### src/rtl/counter8_pkg.sv
// Shared types and constants for the 8-bit interval timer controller.
// Latency: n/a (declarations only).
// Backpressure: n/a.
package counter8_pkg;

    typedef enum logic [1:0] {
        ST_IDLE = 2'b00,
        ST_LOAD = 2'b01,
        ST_RUN  = 2'b10,
        ST_DONE = 2'b11
    } state_t;

    localparam logic       MODE_ONESHOT  = 1'b0;
    localparam logic       MODE_PERIODIC = 1'b1;
    localparam logic [7:0] TICKS_MAX     = 8'hFF;

endpackage

### src/rtl/counter8_timer_ctrl_if.sv
// Host/counter-pair side bundle of the interval timer controller.
// Latency: n/a (wiring only).
// Backpressure: none; requests are single-cycle pulses, HOLD is a level.
interface counter8_timer_ctrl_if;

    logic       START;
    logic       ABORT;
    logic       HOLD;
    logic       MODE;
    logic [7:0] PERIOD;
    logic       RCO;
    logic       nLOAD;
    logic [7:0] LD_VAL;
    logic       ENP;
    logic       ENT;
    logic       TC;
    logic [7:0] TICKS;
    logic       BUSY;
    logic       DONE;

    // Host plus counter pair: drives requests and ripple-carry, observes controls.
    modport master (
        output START, ABORT, HOLD, MODE, PERIOD, RCO,
        input  nLOAD, LD_VAL, ENP, ENT, TC, TICKS, BUSY, DONE
    );

    // The sequencing controller itself.
    modport slave (
        input  START, ABORT, HOLD, MODE, PERIOD, RCO,
        output nLOAD, LD_VAL, ENP, ENT, TC, TICKS, BUSY, DONE
    );

endinterface

### src/rtl/counter8_timer_ctrl.sv
// Sequences a cascaded pair of 4-bit loadable counters as a one-shot/periodic interval timer.
// Latency: START at edge k -> load pulse in cycle k..k+1 -> first TC in the N-th RUN cycle.
// Backpressure: HOLD freezes counting in RUN 1:1; START outside IDLE/DONE is dropped, ABORT always wins.
import counter8_pkg::*;

module counter8_timer_ctrl (
    input  logic                   CLK,
    input  logic                   CLR,
    counter8_timer_ctrl_if.slave   bus
);

    state_t     state;
    logic       mode_r;
    logic [7:0] ld_val_r;
    logic [7:0] ticks_r;

    logic       in_run;
    logic       count_en;
    logic       tc_w;
    logic       reload_w;

    // Count enables and terminal count decode straight from state, HOLD and RCO;
    // RCO is only meaningful while ENT is high, so it is gated by count_en.
    always_comb begin
        in_run   = (state == ST_RUN);
        count_en = in_run && !bus.HOLD;
        tc_w     = count_en && bus.RCO;
        reload_w = tc_w && (mode_r == MODE_PERIODIC);
    end

    assign bus.ENP    = count_en;
    assign bus.ENT    = count_en;
    assign bus.TC     = tc_w;
    // Load pulse in LOAD, and on terminal count in periodic mode (load overrides count).
    assign bus.nLOAD  = !((state == ST_LOAD) || reload_w);
    assign bus.LD_VAL = ld_val_r;
    assign bus.TICKS  = ticks_r;
    assign bus.BUSY   = (state == ST_LOAD) || in_run;
    assign bus.DONE   = (state == ST_DONE);

    // Controller state, latched mode, load value and completed-period count.
    always_ff @(posedge CLK or posedge CLR) begin
        if (CLR) begin
            state    <= ST_IDLE;
            mode_r   <= MODE_ONESHOT;
            ld_val_r <= 8'h00;
            ticks_r  <= 8'h00;
        end else if (bus.ABORT) begin
            // Abort drops back to IDLE but leaves TICKS readable.
            state <= ST_IDLE;
        end else begin
            case (state)
                ST_IDLE, ST_DONE: begin
                    if (bus.START) begin
                        state    <= ST_LOAD;
                        mode_r   <= bus.MODE;
                        // Counting up from 256-N reaches 255 after N cycles; PERIOD=0 wraps to 256.
                        ld_val_r <= 8'h00 - bus.PERIOD;
                        ticks_r  <= 8'h00;
                    end
                end
                ST_LOAD: begin
                    state <= ST_RUN;
                end
                ST_RUN: begin
                    if (tc_w) begin
                        if (ticks_r != TICKS_MAX) begin
                            ticks_r <= ticks_r + 8'd1;
                        end
                        if (mode_r == MODE_ONESHOT) begin
                            state <= ST_DONE;
                        end
                    end
                end
                default: begin
                    state <= ST_IDLE;
                end
            endcase
        end
    end

endmodule

### src/flat_wrapper.sv
// flat-port wrapper written by rule: the top's interface ports become plain ports
module counter8_timer_ctrl_flat 
  (CLK, CLR, bus_START, bus_ABORT, bus_HOLD, bus_MODE, bus_PERIOD, bus_RCO, bus_nLOAD, bus_LD_VAL, bus_ENP, bus_ENT, bus_TC, bus_TICKS, bus_BUSY, bus_DONE);
  counter8_timer_ctrl_if bus_i ();
  input  logic CLK;
  input  logic CLR;
  input wire logic [$bits(bus_i.START)-1:0] bus_START;
  input wire logic [$bits(bus_i.ABORT)-1:0] bus_ABORT;
  input wire logic [$bits(bus_i.HOLD)-1:0] bus_HOLD;
  input wire logic [$bits(bus_i.MODE)-1:0] bus_MODE;
  input wire logic [$bits(bus_i.PERIOD)-1:0] bus_PERIOD;
  input wire logic [$bits(bus_i.RCO)-1:0] bus_RCO;
  output wire logic [$bits(bus_i.nLOAD)-1:0] bus_nLOAD;
  output wire logic [$bits(bus_i.LD_VAL)-1:0] bus_LD_VAL;
  output wire logic [$bits(bus_i.ENP)-1:0] bus_ENP;
  output wire logic [$bits(bus_i.ENT)-1:0] bus_ENT;
  output wire logic [$bits(bus_i.TC)-1:0] bus_TC;
  output wire logic [$bits(bus_i.TICKS)-1:0] bus_TICKS;
  output wire logic [$bits(bus_i.BUSY)-1:0] bus_BUSY;
  output wire logic [$bits(bus_i.DONE)-1:0] bus_DONE;
  assign bus_i.START = bus_START;
  assign bus_i.ABORT = bus_ABORT;
  assign bus_i.HOLD = bus_HOLD;
  assign bus_i.MODE = bus_MODE;
  assign bus_i.PERIOD = bus_PERIOD;
  assign bus_i.RCO = bus_RCO;
  assign bus_nLOAD = bus_i.nLOAD;
  assign bus_LD_VAL = bus_i.LD_VAL;
  assign bus_ENP = bus_i.ENP;
  assign bus_ENT = bus_i.ENT;
  assign bus_TC = bus_i.TC;
  assign bus_TICKS = bus_i.TICKS;
  assign bus_BUSY = bus_i.BUSY;
  assign bus_DONE = bus_i.DONE;
  counter8_timer_ctrl u_core (.CLK(CLK), .CLR(CLR), .bus(bus_i));
endmodule
### config.mk
export PLATFORM = sky130hd
export DESIGN_NAME = counter8_timer_ctrl_flat
export DESIGN_NICKNAME = d
export VERILOG_FILES = /design/src/rtl/counter8_pkg.sv /design/src/rtl/counter8_timer_ctrl_if.sv /design/src/rtl/counter8_timer_ctrl.sv /design/src/flat_wrapper.sv
export SDC_FILE = /design/constraint.sdc
export NUM_CORES = 1
export LEC_CHECK = 0
export CAP_MARGIN = 20
export CORE_MARGIN = 2
export CORE_UTILIZATION = 35
export CTS_CLUSTER_SIZE = 14
export DETAILED_ROUTE_END_ITERATION = 7
export HOLD_SLACK_MARGIN = 0.1
export SYNTH_ARGS = -nofsm -noshare
export SYNTH_HDL_FRONTEND = slang
export SYNTH_SLANG_ARGS = --single-unit
### constraint.sdc
create_clock -name CLK -period 3.15 [get_ports CLK]
set_input_delay 0.63 -clock CLK [delete_from_list [all_inputs] [get_ports CLK]]
set_output_delay 0.63 -clock CLK [all_outputs]
set_load 0.02 [all_outputs]
After elaboration in Yosys (flattened, before gate mapping):

Index checks and enable logic that the tools add are counted.
W data, S select, Z words.

* add/subtract/negate cells: 2
* multiply operators: 0
* divide/modulo/power cells: 0
* magnitude comparators: 0
* eq/ne operators: 10
* shift-type cells: 0
* multiplexer cells: 9
* bitwise gates (word level): 1
* reductions and logical operators: 13

Operators by type and width (number)
* $mux W8: 3
* $pmux W8 S2: 1
* $ne A3 B3 Y1 const B: 3
* $add A8 B1 Y8 const B: 1
* $mux W2: 4
* $ne A8 B8 Y1 const B: 1
* $sub A1 B8 Y8 const A: 1
* $ne A2 B2 Y1 const B: 3
* $pmux W2 S3: 1
* $reduce_and A3 Y1: 2
* $reduce_and A5 Y1: 1
* $eq A2 B2 Y1 const B: 2
* $logic_and A1 B1 Y1: 3
* $eq A2 B1 Y1 const B: 1
* $logic_not A1 Y1: 2
* $logic_not A2 Y1: 1
* $logic_or A1 B1 Y1: 2
* $reduce_bool A2 Y1: 1
* $reduce_or A2 Y1: 1
* $not A1 Y1: 1

* bits in registers: 19
* bits in latches: 0
* memory bits (writable): 0
* memory bits (read-only): 0
* input bits: 15
* output and inout bits: 22
* word-level logic and storage cells: 39
* memories kept: 0

Logic depth before layout (Yosys ltp):

* word-level depth: 6
* mapped depth: 8
* depth with buffers taken out: 6

Worst setup path before layout:

OpenSTA, ideal clock, no wires.

* kind: reg2out
* start: register u_core.state[0]
* end: output port bus_nLOAD
* data arrival time: 1.397 ns
* required time: 2.520 ns
* slack: 1.123 ns
* stages on the path, launching flop included: 7
* buffers on the path: 1
* cell sequence: dfrtp_1 inv_1 ha_1 buf_6 inv_1 nor2_1 a21oi_1

* cells in the longest elaborated chain, start to end: 6
* elaborated cells on any way between the ends: 7
* those cells by class: 2 x eq/ne; 5 x reduce/logical

Ends and longest elaborated chain
* start, declared: line counter8_timer_ctrl.sv:12 `state_t state;`
* start signal, assigned: line counter8_timer_ctrl.sv:44 `state <= ST_IDLE;`
* start signal, assigned: line counter8_timer_ctrl.sv:50 `state <= ST_IDLE;`
* start signal, assigned: line counter8_timer_ctrl.sv:55 `state <= ST_LOAD;`
* $eq A2 B2 Y1: line counter8_timer_ctrl.sv:25 `in_run = (state == ST_RUN);`
* $logic_and A1 B1 Y1: line counter8_timer_ctrl.sv:26 `count_en = in_run && !bus.HOLD;`
* $logic_and A1 B1 Y1: line counter8_timer_ctrl.sv:27 `tc_w = count_en && bus.RCO;`
* via bus_TC: line flat_wrapper.sv:17 `output wire logic [$bits(bus_i.TC)-1:0] bus_TC;`
* $logic_and A1 B1 Y1: line counter8_timer_ctrl.sv:28 `reload_w = tc_w && (mode_r == MODE_PERIODIC);`
* $logic_or A1 B1 Y1: line counter8_timer_ctrl.sv:35 `assign bus.nLOAD = !((state == ST_LOAD) || reload_w);`
* $logic_not A1 Y1: line counter8_timer_ctrl.sv:35
* end, declared: line flat_wrapper.sv:13 `output wire logic [$bits(bus_i.nLOAD)-1:0] bus_nLOAD;`

The timed path passes the listed nets, and every way through them passes these cells.

Final worst setup path:

* start: input port bus_HOLD
* end: output port bus_nLOAD

* cells in the longest elaborated chain, start to end: 6

Ends and longest elaborated chain
* start, declared: line flat_wrapper.sv:9 `input wire logic [$bits(bus_i.HOLD)-1:0] bus_HOLD;`
* $logic_not A1 Y1: line counter8_timer_ctrl.sv:26
* $logic_and A1 B1 Y1: line counter8_timer_ctrl.sv:26
* $logic_and A1 B1 Y1: line counter8_timer_ctrl.sv:27
* $logic_and A1 B1 Y1: line counter8_timer_ctrl.sv:28
* $logic_or A1 B1 Y1: line counter8_timer_ctrl.sv:35
* $logic_not A1 Y1: line counter8_timer_ctrl.sv:35

No other way between the ends.

==> metrics.md <==
| Metric | Value |
|---|---|
| Net Sw Power | `494.7 uW` |
| Crit path capture type | `output pin` |
| Net Sw Frac | `0.4186` |
| Chip height | `61.35 microns` |
| DR iter-0 viols | `26` |
| Register-to-register setup slack | `0.96 ns` |
| IO buf count | `36` |
| Slew headroom | `0.5190` |
| Post-synth EDFFs | `0` |
| Clock power frac | `0.099` |
| Core area | `3103 sq um` |
| TritonRoute pass-1 iters | `3` |
| Worst-margin pin slew | `0.7207 ns` |
| Critical Path AT | `2.09 ns` |
| Count of cell types in the netlist | `32` |
| First-pass GRT wire length | `3691 microns` |
| Grt ovf | `0` |
| Synthesized cell area | `1151 sq um` |
| Ys Warns | `0` |
| Die width | `61.35 microns` |
| Area Growth Syn to Fin | `35.76%` |
| Sink Count | `19` |
| Detail Route Antenna Nets | `0` |
| Hold endpoint | `u_core.bus.LD_VAL[0]$_DFFE_PP0P_` |
| Final TNS setup | `0 ns` |
| Worst-Skew Late Latency | `0.28 ns` |
| VDD IR max | `392.0 uV` |
| Final HPWL DP | `1773 microns` |
| Maximum clock path buffer count | `2` |
| Seq/Total Area, Yosys | `0.4130` |
| TritonCTS clock tree | `yes` |
| CP Launch Type | `primary input` |
| Status | `finished, final reports clean` |
| Clock transition at path regs | `0.10 ns` |
| Die area | `3764 sq um` |
| Adder-cell share of the synthesized area | `0.06522` |
| Final Critical Period | `2.720 ns` |
| Worst R2R Path Depth | `7` |
| Via/cell ratio | `4.805` |
| Number of vias in the routed layout | `985` |
| Asr flop ratio synth | `1.000` |
| Syn_area_per_cell | `9.209 sq um` |
| Starting density of the core | `0.3710` |
| Number of synthesized register bits | `19` |
| # hold bufs at CTS | `0` |
| Critical Path RT | `2.52 ns` |
| Clock Tree Root | `clkbuf_4` |
| Seq pwr share | `0.337` |
| Syn nets | `146` |
| Max FO, Critical Path | `3` |
| Post-Route WL | `2214 microns` |
| GRT Overall Usage | `0.1280` |
| Post-Synth Simple-Gate Area | `0.2033` |
| Pins Over Slew Limit | `0` |
| Fin crit share | `0.8636` |
| Reg2reg start | `u_core.state[0]$_DFFE_PP0P_` |
| Setup violations, final | `0` |
| Drt drc | `0` |
| Final core utilization | `0.5036` |
| Largest net degree at the start of global routing | `20` |
| Row Count | `20` |
| Routability cong. | `0.7339` |
| Hold Path Depth | `2` |
| Ys flop type | `dfrtp_1` |
| Fin. Hold Viols | `0` |
| Vias in the first global route | `867` |
| Post-CTS resize count | `0` |
| HP Start | `u_core.bus.LD_VAL[0]$_DFFE_PP0P_` |
| Cells after Synth | `125` |
| Mux contribution to synthesized area | `0.03696` |
| Share of cells above drive strength 1 | `0.07453` |
| Antenna diodes | `0` |
| WL per Instance | `10.80 microns` |
| Leak | `0.0006464 uW` |
| Critical path class | `in2out` |
| Pwr/cell area | `756.1 nW/um^2` |
| H-tree depth | `1` |
| Pint | `686.9 uW` |
| RSZ-0062 raised after global routing | `false` |
| Synth Area in XOR/XNOR | `0.04565` |
| Combinational power share | `0.564` |
| Initial antenna violation count | `0` |
| CTS buffer count | `3` |
| Fmax achieved | `367.6 MHz` |
| Largest family of logic cells by synthesized area | `simple AND/OR/NAND/NOR gates` |
| Nets | `183` |
| I/O pin count | `37` |
| End of the worst register-to-register path | `u_core.bus.TICKS[1]$_DFFE_PP0P_` |
| Compound-cell area share of the yosys netlist | `0.1609` |
| Worst hold path class | `reg2reg` |
| Post-CTS setup repair buffer count | `0` |
| Clock skew | `0.002756 ns` |
| Number of max-cap violations | `0` |
synth_stat cells, drive strengths merged, types with 2 or more instances:
master / instances / area share
a21oi: 5 / 0.022
a31o: 2 / 0.015
a31oi: 4 / 0.022
and2: 2 / 0.011
buf: 3 / 0.026
clkbuf: 2 / 0.0065
dfrtp: 19 / 0.41
ha: 6 / 0.065
inv: 13 / 0.042
mux2: 2 / 0.020
mux2i: 2 / 0.017
nand2: 16 / 0.052
nand2b: 2 / 0.017
nand3: 5 / 0.022
nand3b: 2 / 0.013
nand4: 3 / 0.022
nor2: 11 / 0.038
nor3: 3 / 0.013
o21ai: 9 / 0.039
o221ai: 2 / 0.015
xnor2: 4 / 0.030
xor2: 2 / 0.015
power groups by stage:
stage | Sequential, uW | Combinational, uW | Clock [uW]
finish | 398 | 666 | 117
detailed placement | 404 | 673 | 0
global route | 411 | 732 | 134
global placement | 400 | 667 | 0
floorplan | 475 | 353 | 0
CTS | 401 | 674 | 127
how the worst max path moves through the flow:
| stage | start | to | slack, ns | cells after the start |
|---|---|---|---|---|
| after global routing | bus_HOLD | bus_nLOAD | 0.38 | 5 |
| final | bus_HOLD | bus_nLOAD | 0.43 | 5 |
| after global placement | bus_HOLD | bus_nLOAD | 0.47 | 5 |
| after floorplan | u_core.state[0]$_DFFE_PP0P_ | bus_nLOAD | 1.12 | 6 |
| after CTS | bus_HOLD | bus_nLOAD | 0.43 | 5 |
| after detailed placement | bus_HOLD | bus_nLOAD | 0.43 | 5 |
per-layer routing:
| layer | wire length [microns] | global-route usage | vias to the layer above | part of all wire |
|---|---|---|---|---|
| met3 | 137 | 0.02941 | 0 | 0.062 |
| met2 | 1076 | 0.2112 | 21 | 0.49 |
| met4 | 0 | 0.03647 | 0 | 0 |
| met1 | 1000 | 0.1691 | 465 | 0.45 |
| li1 | - | - | 499 | - |
| met5 | 0 | 0 | - | 0 |
cells in the final DEF (no fill, tap or decap), drive strengths merged, types with 4 or more instances in the layout:
master | synthesis | layout
inv | 13 | 13
dfrtp | 19 | 19
clkdlybuf4s50 | 0 | 36
nor2 | 11 | 11
a21oi | 5 | 5
a31oi | 4 | 4
o21ai | 9 | 9
nand3 | 5 | 5
nand2 | 16 | 16
clkbuf | 2 | 4
ha | 6 | 6
xnor2 | 4 | 4
per-stage QoR:
step	power (uW)	hold slack, ns	worst slack [ns]	std cells	cell area, sq um
2_1_floorplan	827.3	0.4970	1.123	125	1151
3_3_place_gp	1068	0.4614	0.4665	201	1536
3_5_place_dp	1077	0.4749	0.4315	201	1536
4_1_cts	1202	0.5032	0.4299	205	1563
5_1_grt	1277	0.5266	0.3846	205	1563
6_report	1182	0.4919	0.4296	205	1563
sequential cells by signal (all words and copies together), names as in the netlist:
name	cells
u_core.bus.LD_VAL	8
u_core.bus.TICKS	8
u_core.mode_r	1
u_core.state	2
cell families after synthesis:
logic type / Yosys count
AOI/OAI and AO/OA: 26
xor gates and xnor gates: 6
adders and majority gates: 6
buffers and inverters: 18
DFF: 19
muxes: 4
and+or+nand+nor: 46
layout make-up:
class,instances,area [sq um]
well taps,44,55.05
flip-flops and latches,19,475.5
clock buffers,4,26.28
multi-input cells,88,589.3
fillers,332,1540
repair buffers,37,367.9
inverters,13,48.80
worst max-delay path: stages:
cell and delay [ns]:
clkdlybuf4s50_1 0.49, nand2b_4 0.15, nor2_1 0.06, a21oi_1 0.14
clkdlybuf4s50_1 0.61
No activity file was read; power rests on OpenSTA's default activity.
